==> config.mk <==
export PLATFORM = sky130hd
export DESIGN_NAME = rr_arbiter8
export DESIGN_NICKNAME = d
export VERILOG_FILES = /design/src/rtl/rr_arbiter8.sv
export SDC_FILE = /design/constraint.sdc
export NUM_CORES = 1
export LEC_CHECK = 0
export BUFFER_PORTS_ARGS = -buffer_cell sky130_fd_sc_hd__buf_2
export CORE_ASPECT_RATIO = 0.75
export CORE_UTILIZATION = 30
export DETAILED_ROUTE_END_ITERATION = 12
export GPL_TIMING_DRIVEN = 1
export MAX_ROUTING_LAYER = met4
export PLACE_DENSITY = 0.52
export SLEW_MARGIN = 10
export SYNTH_ARGS = -nofsm -noshare
export SYNTH_HDL_FRONTEND = slang
export SYNTH_SLANG_ARGS = --single-unit
==> constraint.sdc <==
create_clock -name clk -period 3.3 [get_ports clk]
set_input_delay 0.66 -clock clk [delete_from_list [all_inputs] [get_ports clk]]
set_output_delay 0.66 -clock clk [all_outputs]
set_load 0.05 [all_outputs]
==> src/rtl/rr_arbiter8.sv <==
`default_nettype none
// ============================================================================
//  Module      : rr_arbiter8
//  Description : Round-robin arbiter for N requesters. A combinational search
//                picks the winner and a two-state FSM registers the grant. The
//                grant is held until the owner pulses done, withdraws its
//                request, or exceeds MAX_HOLD cycles while another requester
//                is waiting. An X/Z request bit is treated as not requesting.
//                Optional macro RR_ARB_FIXED_PRI_EN switches to fixed
//                priority, where the highest index wins and the pointer is
//                held at 0.
//  Revision    : 1.0 - initial release
// ============================================================================
module rr_arbiter8 #(
    parameter int N        = 8,
    parameter int MAX_HOLD = 16
) (
    input  logic                 clk,
    input  logic                 rst,
    input  logic [N-1:0]         req,
    input  logic                 done,
    output logic [N-1:0]         gnt,
    output logic                 gnt_valid,
    output logic [$clog2(N)-1:0] gnt_id
);

    localparam int c_idx_w = $clog2(N);
    localparam int c_cnt_w = (MAX_HOLD > 1) ? $clog2(MAX_HOLD) : 1;
    localparam logic [c_cnt_w-1:0] c_hold_max = c_cnt_w'(MAX_HOLD - 1);
    localparam logic [c_idx_w-1:0] c_last_id  = c_idx_w'(N - 1);

    typedef enum logic [0:0] {
        ST_IDLE  = 1'b0,
        ST_GRANT = 1'b1
    } state_t;

    state_t               r_state;
    state_t               w_state_nxt;
    logic [c_idx_w-1:0]   r_ptr;
    logic [c_idx_w-1:0]   w_ptr_nxt;
    logic [c_cnt_w-1:0]   r_hold_cnt;
    logic [c_cnt_w-1:0]   w_hold_nxt;
    logic [N-1:0]         r_gnt;
    logic [N-1:0]         w_gnt_nxt;
    logic                 r_gnt_valid;
    logic                 w_valid_nxt;
    logic [c_idx_w-1:0]   r_gnt_id;
    logic [c_idx_w-1:0]   w_id_nxt;

    logic [N-1:0]         w_req_clean;
    logic                 w_found;
    logic [c_idx_w-1:0]   w_win;
    logic                 w_release;

    // Only a definite 1 counts as a request; X/Z bits read as idle
    always_comb begin
        w_req_clean = '0;
        for (int i = 0; i < N; i++) begin
            w_req_clean[i] = (req[i] === 1'b1);
        end
    end

`ifdef RR_ARB_FIXED_PRI_EN
    // Fixed priority: ascending scan, the last (highest) set bit wins
    always_comb begin
        w_found = 1'b0;
        w_win   = '0;
        for (int i = 0; i < N; i++) begin
            if (w_req_clean[i]) begin
                w_found = 1'b1;
                w_win   = c_idx_w'(i);
            end
        end
    end
`else
    logic [c_idx_w:0] w_pos;

    // Rotating search: first set bit at or above ptr, wrapping past N-1 to 0
    always_comb begin
        w_found = 1'b0;
        w_win   = '0;
        w_pos   = '0;
        for (int i = 0; i < N; i++) begin
            w_pos = {1'b0, r_ptr} + (c_idx_w + 1)'(i);
            if (w_pos > (c_idx_w + 1)'(N - 1)) begin
                w_pos = w_pos - (c_idx_w + 1)'(N);
            end
            if (!w_found && w_req_clean[w_pos[c_idx_w-1:0]]) begin
                w_found = 1'b1;
                w_win   = w_pos[c_idx_w-1:0];
            end
        end
    end
`endif

    // Next-state, grant and pointer logic
    always_comb begin
        w_state_nxt = r_state;
        w_ptr_nxt   = r_ptr;
        w_hold_nxt  = r_hold_cnt;
        w_gnt_nxt   = r_gnt;
        w_valid_nxt = r_gnt_valid;
        w_id_nxt    = r_gnt_id;
        w_release   = 1'b0;
        case (r_state)
            ST_IDLE: begin
                w_gnt_nxt   = '0;
                w_valid_nxt = 1'b0;
                w_id_nxt    = '0;
                if (w_found) begin
                    w_state_nxt = ST_GRANT;
                    w_gnt_nxt   = N'(1) << w_win;
                    w_valid_nxt = 1'b1;
                    w_id_nxt    = w_win;
                    w_hold_nxt  = '0;
                end
            end
            ST_GRANT: begin
                w_release = done
                         || !w_req_clean[r_gnt_id]
                         || ((r_hold_cnt == c_hold_max) && (|(w_req_clean & ~r_gnt)));
                if (w_release) begin
                    w_state_nxt = ST_IDLE;
                    w_gnt_nxt   = '0;
                    w_valid_nxt = 1'b0;
                    w_id_nxt    = '0;
`ifdef RR_ARB_FIXED_PRI_EN
                    w_ptr_nxt   = '0;
`else
                    w_ptr_nxt   = (r_gnt_id == c_last_id) ? '0 : r_gnt_id + c_idx_w'(1);
`endif
                end else if (r_hold_cnt != c_hold_max) begin
                    w_hold_nxt = r_hold_cnt + c_cnt_w'(1);
                end
            end
            default: begin
                w_state_nxt = ST_IDLE;
                w_gnt_nxt   = '0;
                w_valid_nxt = 1'b0;
                w_id_nxt    = '0;
            end
        endcase
    end

    // State, pointer, hold counter and registered outputs
    always_ff @(posedge clk) begin
        if (rst) begin
            r_state     <= ST_IDLE;
            r_ptr       <= '0;
            r_hold_cnt  <= '0;
            r_gnt       <= '0;
            r_gnt_valid <= 1'b0;
            r_gnt_id    <= '0;
        end else begin
            r_state     <= w_state_nxt;
            r_ptr       <= w_ptr_nxt;
            r_hold_cnt  <= w_hold_nxt;
            r_gnt       <= w_gnt_nxt;
            r_gnt_valid <= w_valid_nxt;
            r_gnt_id    <= w_id_nxt;
        end
    end

    assign gnt       = r_gnt;
    assign gnt_valid = r_gnt_valid;
    assign gnt_id    = r_gnt_id;

endmodule
`default_nettype wire

==> results.txt, run 1 <==
----------------------------------------------------
[Status]
  Status ... finished, final reports clean

[Layout]
  Sequential cell area ... roughly 400 um^2
  Multi-input logic area ... approximately 1400 um^2
  Area Overhead vs Synth ... 11.9%
  Share of layout cells above drive strength 1 ... 0.284
  Post-route insts no fill ... 296
  Filler cells ... 644
  Antenna diodes ... 0
  # nets final ... ~230

[STA]
  Setup-violating endpoint count in the final report ... 0
  Slew at the pin with the worst max-slew slack ... between 0.5 and 0.6 ns
  Number of hold violations in the final report ... 0
  Part of the cycle the worst path needs ... 0.939
  Total negative setup slack ... 0 ns
  Setup Skew ... around 0.0048 ns
  Post-route worst hold slack ... between 0.4 and 0.5 ns
  Max Transition Viols Final ... 0
  Max Clk Rate ... between 300 and 400 MHz
  Minimum period implied by the final worst setup slack ... 3.10 ns
  Worst slew slack as a fraction of its limit ... 0.610
  RSZ-0062 raised after global routing ... no

[Synth]
  Number of library cell types mapped by synthesis ... between 60 and 70
  Seq/Total Area, Yosys ... 0.205
  Syn_area_per_cell ... roughly 10 um^2
  Synth Register Bits ... 20
  Number of enable-type register cells in the synthesized netlist ... 0
  Share of Yosys cell area claimed by the top area cell type ... 0.205
  Most used flip-flop cell after synthesis ... dfxtp_1
  Post-Syn Area ... 1950 um^2
  Count of mapped cells out of synthesis ... about 190
  Nets in the synthesized netlist ... 208
  Most area-hungry cell type in the Yosys netlist ... dfxtp_1
  Cell types with the largest area share after synthesis ... dfxtp_1 21%, mux4_1 13%, mux4_2 5.8%, mux2_2 4.6%, nor2_1 3.8%
  Count of warnings emitted by yosys ... 0
  Fraction of registers with async set or reset after synthesis ... 0

[Detailed routing]
  Length of the first detailed-routing pass in iterations ... 5
  WL final ... roughly 5.2 mm
  Remaining design rule violation count ... 0
  Antenna-violating nets left ... 0
  Per-cell via count in the routed design ... about 5.6
  Starting DRT DRC Count ... approximately 120
  Vias ... about 1700
  Routed wirelength normalized by instance count ... between 15 and 20 um

[Min path]
  Startpoint of the lowest-slack hold path ... gnt_valid
  Path category of the worst min-delay check ... flop to flop

[Placed design]
  Placer's final routability congestion estimate ... approximately 0.8
  HPWL after detailed placement ... slightly below 4 mm
  # placed instances ... 293
  Number of buffers inserted by port buffering ... 22

[Global routing]
  Combined global-route utilization of all metal layers ... 0.162
  Final global-route overflow total ... 0
  Antenna violations before repair ... 0
  Via count of the first global-routing pass ... between 1000 and 1500
  Pin count of the biggest net entering global routing ... 17
  First-pass GRT wire length ... approximately 8.2 mm

[Floorplan]
  Number of placement rows ... 25
  Area inside the core boundary ... 6290 um^2
  Floorplan die height ... approximately 70 um
  Ports ... 23
  Die area ... between 6000 and 7000 um^2
  Initial core utilization ... 0.310
  Die Width ... 95.1 um

[Clock tree]
  Total clock sinks ... 20
  Insertion delay to the later sink of the worst-skew pair ... about 0.26 ns
  Setup repair bufs after CTS ... 0
  CTS Buffer Depth ... 2
  TritonCTS buffer count ... 3
  Root cell of the clock tree ... clkbuf_8
  Clock transition at the registers of the reported paths ... 0.07 ns
  Level count of the clock H-tree ... 1
  CTS tree ... yes
  PostCTS Resize Cnt ... 0
  Total of hold buffers inserted after clock tree synthesis ... 0

[Pwr]
  Power density over the cells ... roughly 420 nW/um^2
  Static power due to leakage ... 0.000827 uW
  Worst voltage drop across the vdd grid ... approximately 0.00014 V

[Setup path]
  Crit Path Category ... flop to flop
  Critical Path End Type ... flop
  Maximum net fanout on the critical path ... 10
  Sort of element at the start of the critical path ... flop
  Required @ worst endpoint ... 3.45 ns
  Critical path startpoint ... r_ptr[1]
  Worst flop-to-flop path startpoint ... r_ptr[1]
  Data arrival time of the worst path ... about 3.3 ns

[Job]
  Maxcap violations ... 0

----------------------------------------------------
==> cell usage after synthesis (2+ instances only) <==
| library cell | count |
|---|---|
| xnor2_1 | 2 |
| ha_1 | 5 |
| buf_2 | 4 |
| a22oi_1 | 2 |
| mux4_1 | 10 |
| nor2b_1 | 5 |
| xor2_1 | 3 |
| o2bb2ai_1 | 2 |
| a21oi_1 | 8 |
| mux4_2 | 5 |
| o21a_1 | 4 |
| inv_1 | 9 |
| a32o_1 | 2 |
| nor2_1 | 20 |
| mux2_2 | 8 |
| mux2i_1 | 7 |
| a221oi_1 | 3 |
| and2_1 | 2 |
| mux2i_4 | 2 |
| o21ai_0 | 4 |
| nor3_1 | 4 |
| buf_6 | 4 |
| dfxtp_1 | 20 |
| a31oi_1 | 2 |
| nor3b_1 | 2 |
| nand3_1 | 2 |
| nand2_1 | 10 |
| a22o_1 | 5 |
| nand2b_1 | 3 |
==> where the power goes <==
group / leakage (uW) / switching, uW / internal (uW)
Combinational: 0.000643 / 277 / 197
Sequential: 0.000163 / 22.1 / 261
Clock: 0.0000216 / 79.1 / 81.4
==> metal layers <==
metal | vias up | part of all wire | GRT usage
li1 | 799 | - | -
met5 | - | 0 | -
met4 | 0 | 0 | 0.0101
met1 | 820 | 0.53 | 0.251
met3 | 0 | 0.054 | 0.0287
met2 | 45 | 0.42 | 0.223
==> cells by family (layout without fill, tap and decap cells) <==
group           Yosys count  in the layout  synth area share
buf+inv                  21             44            0.0641
flops                    20             20             0.205
xor+xnor                  5              5            0.0225
mux                      33             33             0.305
simple gates             61             61             0.167
compound gates           47             47             0.205
fa+ha+maj                 5              5            0.0321
==> flip-flops by register name, summed over array words and instances, names as in the netlist <==
register / flops
gnt_valid: 1
gnt: 8
r_state: 1
r_hold_cnt: 4
r_ptr: 3
gnt_id: 3
==> critical path, cell delays in order, from the launching register on <==
cell and delay [ns]:
dfxtp_1 0.33, inv_1 0.07, ha_1 0.51, buf_4 0.21, mux2_2 0.35, mux4_2 0.55
o21ai_0 0.23, o2111ai_2 0.28, nor2b_1 0.23, a22o_1 0.23
==> placed cells by master, fill, tap and decap left out, types with 3 or more instances in the layout <==
cell / count
nor2b_1: 5
nand2b_1: 3
o21ai_0: 4
a21oi_1: 8
clkbuf_8: 3
mux4_1: 10
mux4_2: 5
mux2i_1: 7
a221oi_1: 3
buf_2: 22
o21a_1: 4
a22o_1: 5
ha_1: 5
dfxtp_1: 20
nand2_1: 10
buf_4: 9
xor2_1: 3
inv_1: 9
nor2_1: 20
mux2_2: 8
nor3_1: 4
==> cell type report <==
| type | count | share of cell area |
|---|---|---|
| tap | 81 | 0.0464 |
| timing repair buffer | 31 | 0.0814 |
| inverter | 10 | 0.0172 |
| clock buffer | 3 | 0.0189 |
| sequential | 20 | 0.183 |
| multi-input combinational | 151 | 0.653 |
==> worst paths after layout <==
kind               endpoint  slack (ns)  depth (start not counted)
setup / recovery     gnt[6]        0.20                          9
hold / removal    gnt_valid        0.47                          1
setup reg to reg     gnt[6]        0.20                          9
hold reg to reg   gnt_valid        0.47                          1
==> per-stage QoR <==
stage	total power [uW]	instance area, um^2	worst slack (ns)	utilization
2_1_floorplan	658	1950	0.210	-
3_3_place_gp	764	2140	0.231	0.341
3_5_place_dp	760	2140	0.225	0.341
4_1_cts	923	2180	0.218	0.347
5_1_grt	968	2180	0.0945	0.347
6_report	918	2180	0.202	0.347
No activity file was read; power rests on OpenSTA's default activity.
==> inputs of run 2 (changes only) <==
Settings changed: MAX_ROUTING_LAYER met4 to default, TNS_END_PERCENT from default to 1.
==> run 2 against run 1 <==
Via count is essentially flat. Die area is the same. Critical path depth is the same. Worst hold slack lost 0.00090 ns. Routed wire length grew 0.46%. Sequential share of layout area is the same. Sequential power is essentially flat. Setup slack lost 0.013 ns. Register-to-register slack is essentially flat. Largest cell class unchanged. Largest power group unchanged.
==> results.txt, run 2 (synthesis results as in run 1) <==
----------------------------------------------------
[Detailed routing]
  WL final ... 5.20 mm (was 5.18 mm)
  Vias ... 1663 (was 1664)
  Per-cell via count in the routed design ... 5.62 (about the same)
  Remaining design rule violation count ... 0 (unchanged)
  Length of the first detailed-routing pass in iterations ... 4 (was 5)
  Starting DRT DRC Count ... 116 (was 118)
  Antenna-violating nets left ... 0 (unchanged)
  Routed wirelength normalized by instance count ... 17.6 um (was 17.5 um)

[Clock tree]
  TritonCTS buffer count ... 3 (unchanged)
  Setup repair bufs after CTS ... 0 (unchanged)
  CTS tree ... yes (unchanged)
  Clock transition at the registers of the reported paths ... 0.07 ns (about the same)
  CTS Buffer Depth ... 2 (unchanged)
  PostCTS Resize Cnt ... 0 (unchanged)
  Insertion delay to the later sink of the worst-skew pair ... 0.26 ns (about the same)
  Level count of the clock H-tree ... 1 (unchanged)
  Total clock sinks ... 20 (unchanged)
  Root cell of the clock tree ... clkbuf_8 (unchanged)
  Total of hold buffers inserted after clock tree synthesis ... 0 (unchanged)

[Floorplan]
  Number of placement rows ... 25 (unchanged)
  Die Width ... 95.1 um (unchanged)
  Ports ... 23 (unchanged)
  Die area ... 6830 um^2 (unchanged)
  Area inside the core boundary ... 6290 um^2 (unchanged)
  Initial core utilization ... 0.310 (unchanged)
  Floorplan die height ... 71.8 um (unchanged)

[Setup path]
  Critical Path End Type ... flop (unchanged)
  Sort of element at the start of the critical path ... flop (unchanged)
  Crit Path Category ... flop to flop (unchanged)
  Required @ worst endpoint ... 3.45 ns (about the same)
  Maximum net fanout on the critical path ... 10 (unchanged)
  Data arrival time of the worst path ... 3.26 ns (was 3.25 ns)

[Global routing]
  Final global-route overflow total ... 0 (unchanged)
  First-pass GRT wire length ... 8.22 mm (was 8.18 mm)
  Via count of the first global-routing pass ... 1478 (was 1488)
  Pin count of the biggest net entering global routing ... 17 (unchanged)
  Antenna violations before repair ... 0 (unchanged)
  Combined global-route utilization of all metal layers ... 0.157 (was 0.162)

[STA]
  RSZ-0062 raised after global routing ... no (unchanged)
  Number of hold violations in the final report ... 0 (unchanged)
  Worst slew slack as a fraction of its limit ... 0.595 (was 0.610)
  Total negative setup slack ... 0 ns (unchanged)
  Max Transition Viols Final ... 0 (unchanged)
  Minimum period implied by the final worst setup slack ... 3.11 ns (was 3.10 ns)
  Part of the cycle the worst path needs ... 0.943 (was 0.939)
  Max Clk Rate ... 321 MHz (was 323 MHz)
  Slew at the pin with the worst max-slew slack ... 0.599 ns (was 0.577 ns)
  Setup Skew ... 0.00449 ns (was 0.00476 ns)
  Setup-violating endpoint count in the final report ... 0 (unchanged)

[Layout]
  Most frequent standard cell in the layout excluding fill and tap cells ... buf_2 (unchanged)
  # nets final ... 233 (unchanged)
  Post-route insts no fill ... 296 (unchanged)
  Area Overhead vs Synth ... 11.9% (unchanged)
  Final instance area ... 2180 um^2 (unchanged)
  Most frequent cells in the layout ... 22 x buf_2, 20 x nor2_1, 20 x dfxtp_1 (unchanged)
  Share of layout cells above drive strength 1 ... 0.284 (unchanged)
  Antenna diodes ... 0 (unchanged)
  Largest register FFs ... 8 (unchanged)

[Job]
  Maxcap violations ... 0 (unchanged)

[Placed design]
  HPWL after detailed placement ... 3.88 mm (unchanged)
  Placer's final routability congestion estimate ... 0.810 (was 0.822)
  Placement Cell Area ... 2140 um^2 (unchanged)
  Number of buffers inserted by port buffering ... 22 (unchanged)
  # placed instances ... 293 (unchanged)

[Status]
  Status ... finished, final reports clean (unchanged)

[Pwr]
  Power density over the cells ... 421 nW/um^2 (was 420 nW/um^2)
  Static power due to leakage ... 0.000827 uW (unchanged)
  Worst voltage drop across the vdd grid ... 0.000145 V (about the same)

[Min path]
  Path category of the worst min-delay check ... flop to flop (unchanged)

----------------------------------------------------
[run 2: cell counts in the layout (fill, tap and decap cells not counted)]
Identical to the previous run, type by type.
[run 2: final cells by class]
class	instances	area, um^2
fill	644	4100
multi-input combinational	151	1430
sequential	20	400
timing repair buffer	31	178
tap	81	101
clock buffer	3	41.3
inverter	10	37.5
[run 2: worst paths after layout]
| check | slack (ns) | depth (start not counted) | startpoint | end |
|---|---|---|---|---|
| setup / recovery | 0.19 | 9 | r_ptr[1] | gnt[6] |
| hold / removal | 0.47 | 1 | gnt_valid | gnt_valid |
| hold reg to reg | 0.47 | 1 | gnt_valid | gnt_valid |
| setup reg to reg | 0.19 | 9 | r_ptr[1] | gnt[6] |
[run 2: power by group]
| group | total [uW] | internal, uW | switching (uW) |
|---|---|---|---|
| Combinational | 476 | 197 | 279 |
| Clock | 160 | 81.3 | 78.2 |
| Sequential | 284 | 261 | 22.4 |
| Total | 919 | 539 | 380 |
[run 2: routing by layer]
metal | part of all wire | global-route usage
met1 | 0.55 | 0.255
met2 | 0.41 | 0.219
met3 | 0.039 | 0.0287
met4 | 0.00077 | 0.0101
met5 | 0 | 0
[run 2: per-stage QoR]
stage	hold slack (ns)	total power, uW	utilization	setup slack [ns]
floorplan	0.446	658	-	0.210
global placement	0.453	764	0.341	0.231
detailed placement	0.456	760	0.341	0.225
CTS	0.473	923	0.347	0.218
global route	0.491	968	0.347	0.0945
finish	0.469	919	0.347	0.188
[run 2: worst max-delay path, stage by stage, from the launching register on]
cell       delay [ns]
dfxtp_1          0.33
inv_1            0.06
ha_1             0.51
buf_4            0.22
mux2_2           0.35
mux4_2           0.55
o21ai_0          0.23
o2111ai_2        0.28
nor2b_1          0.24
a22o_1           0.23
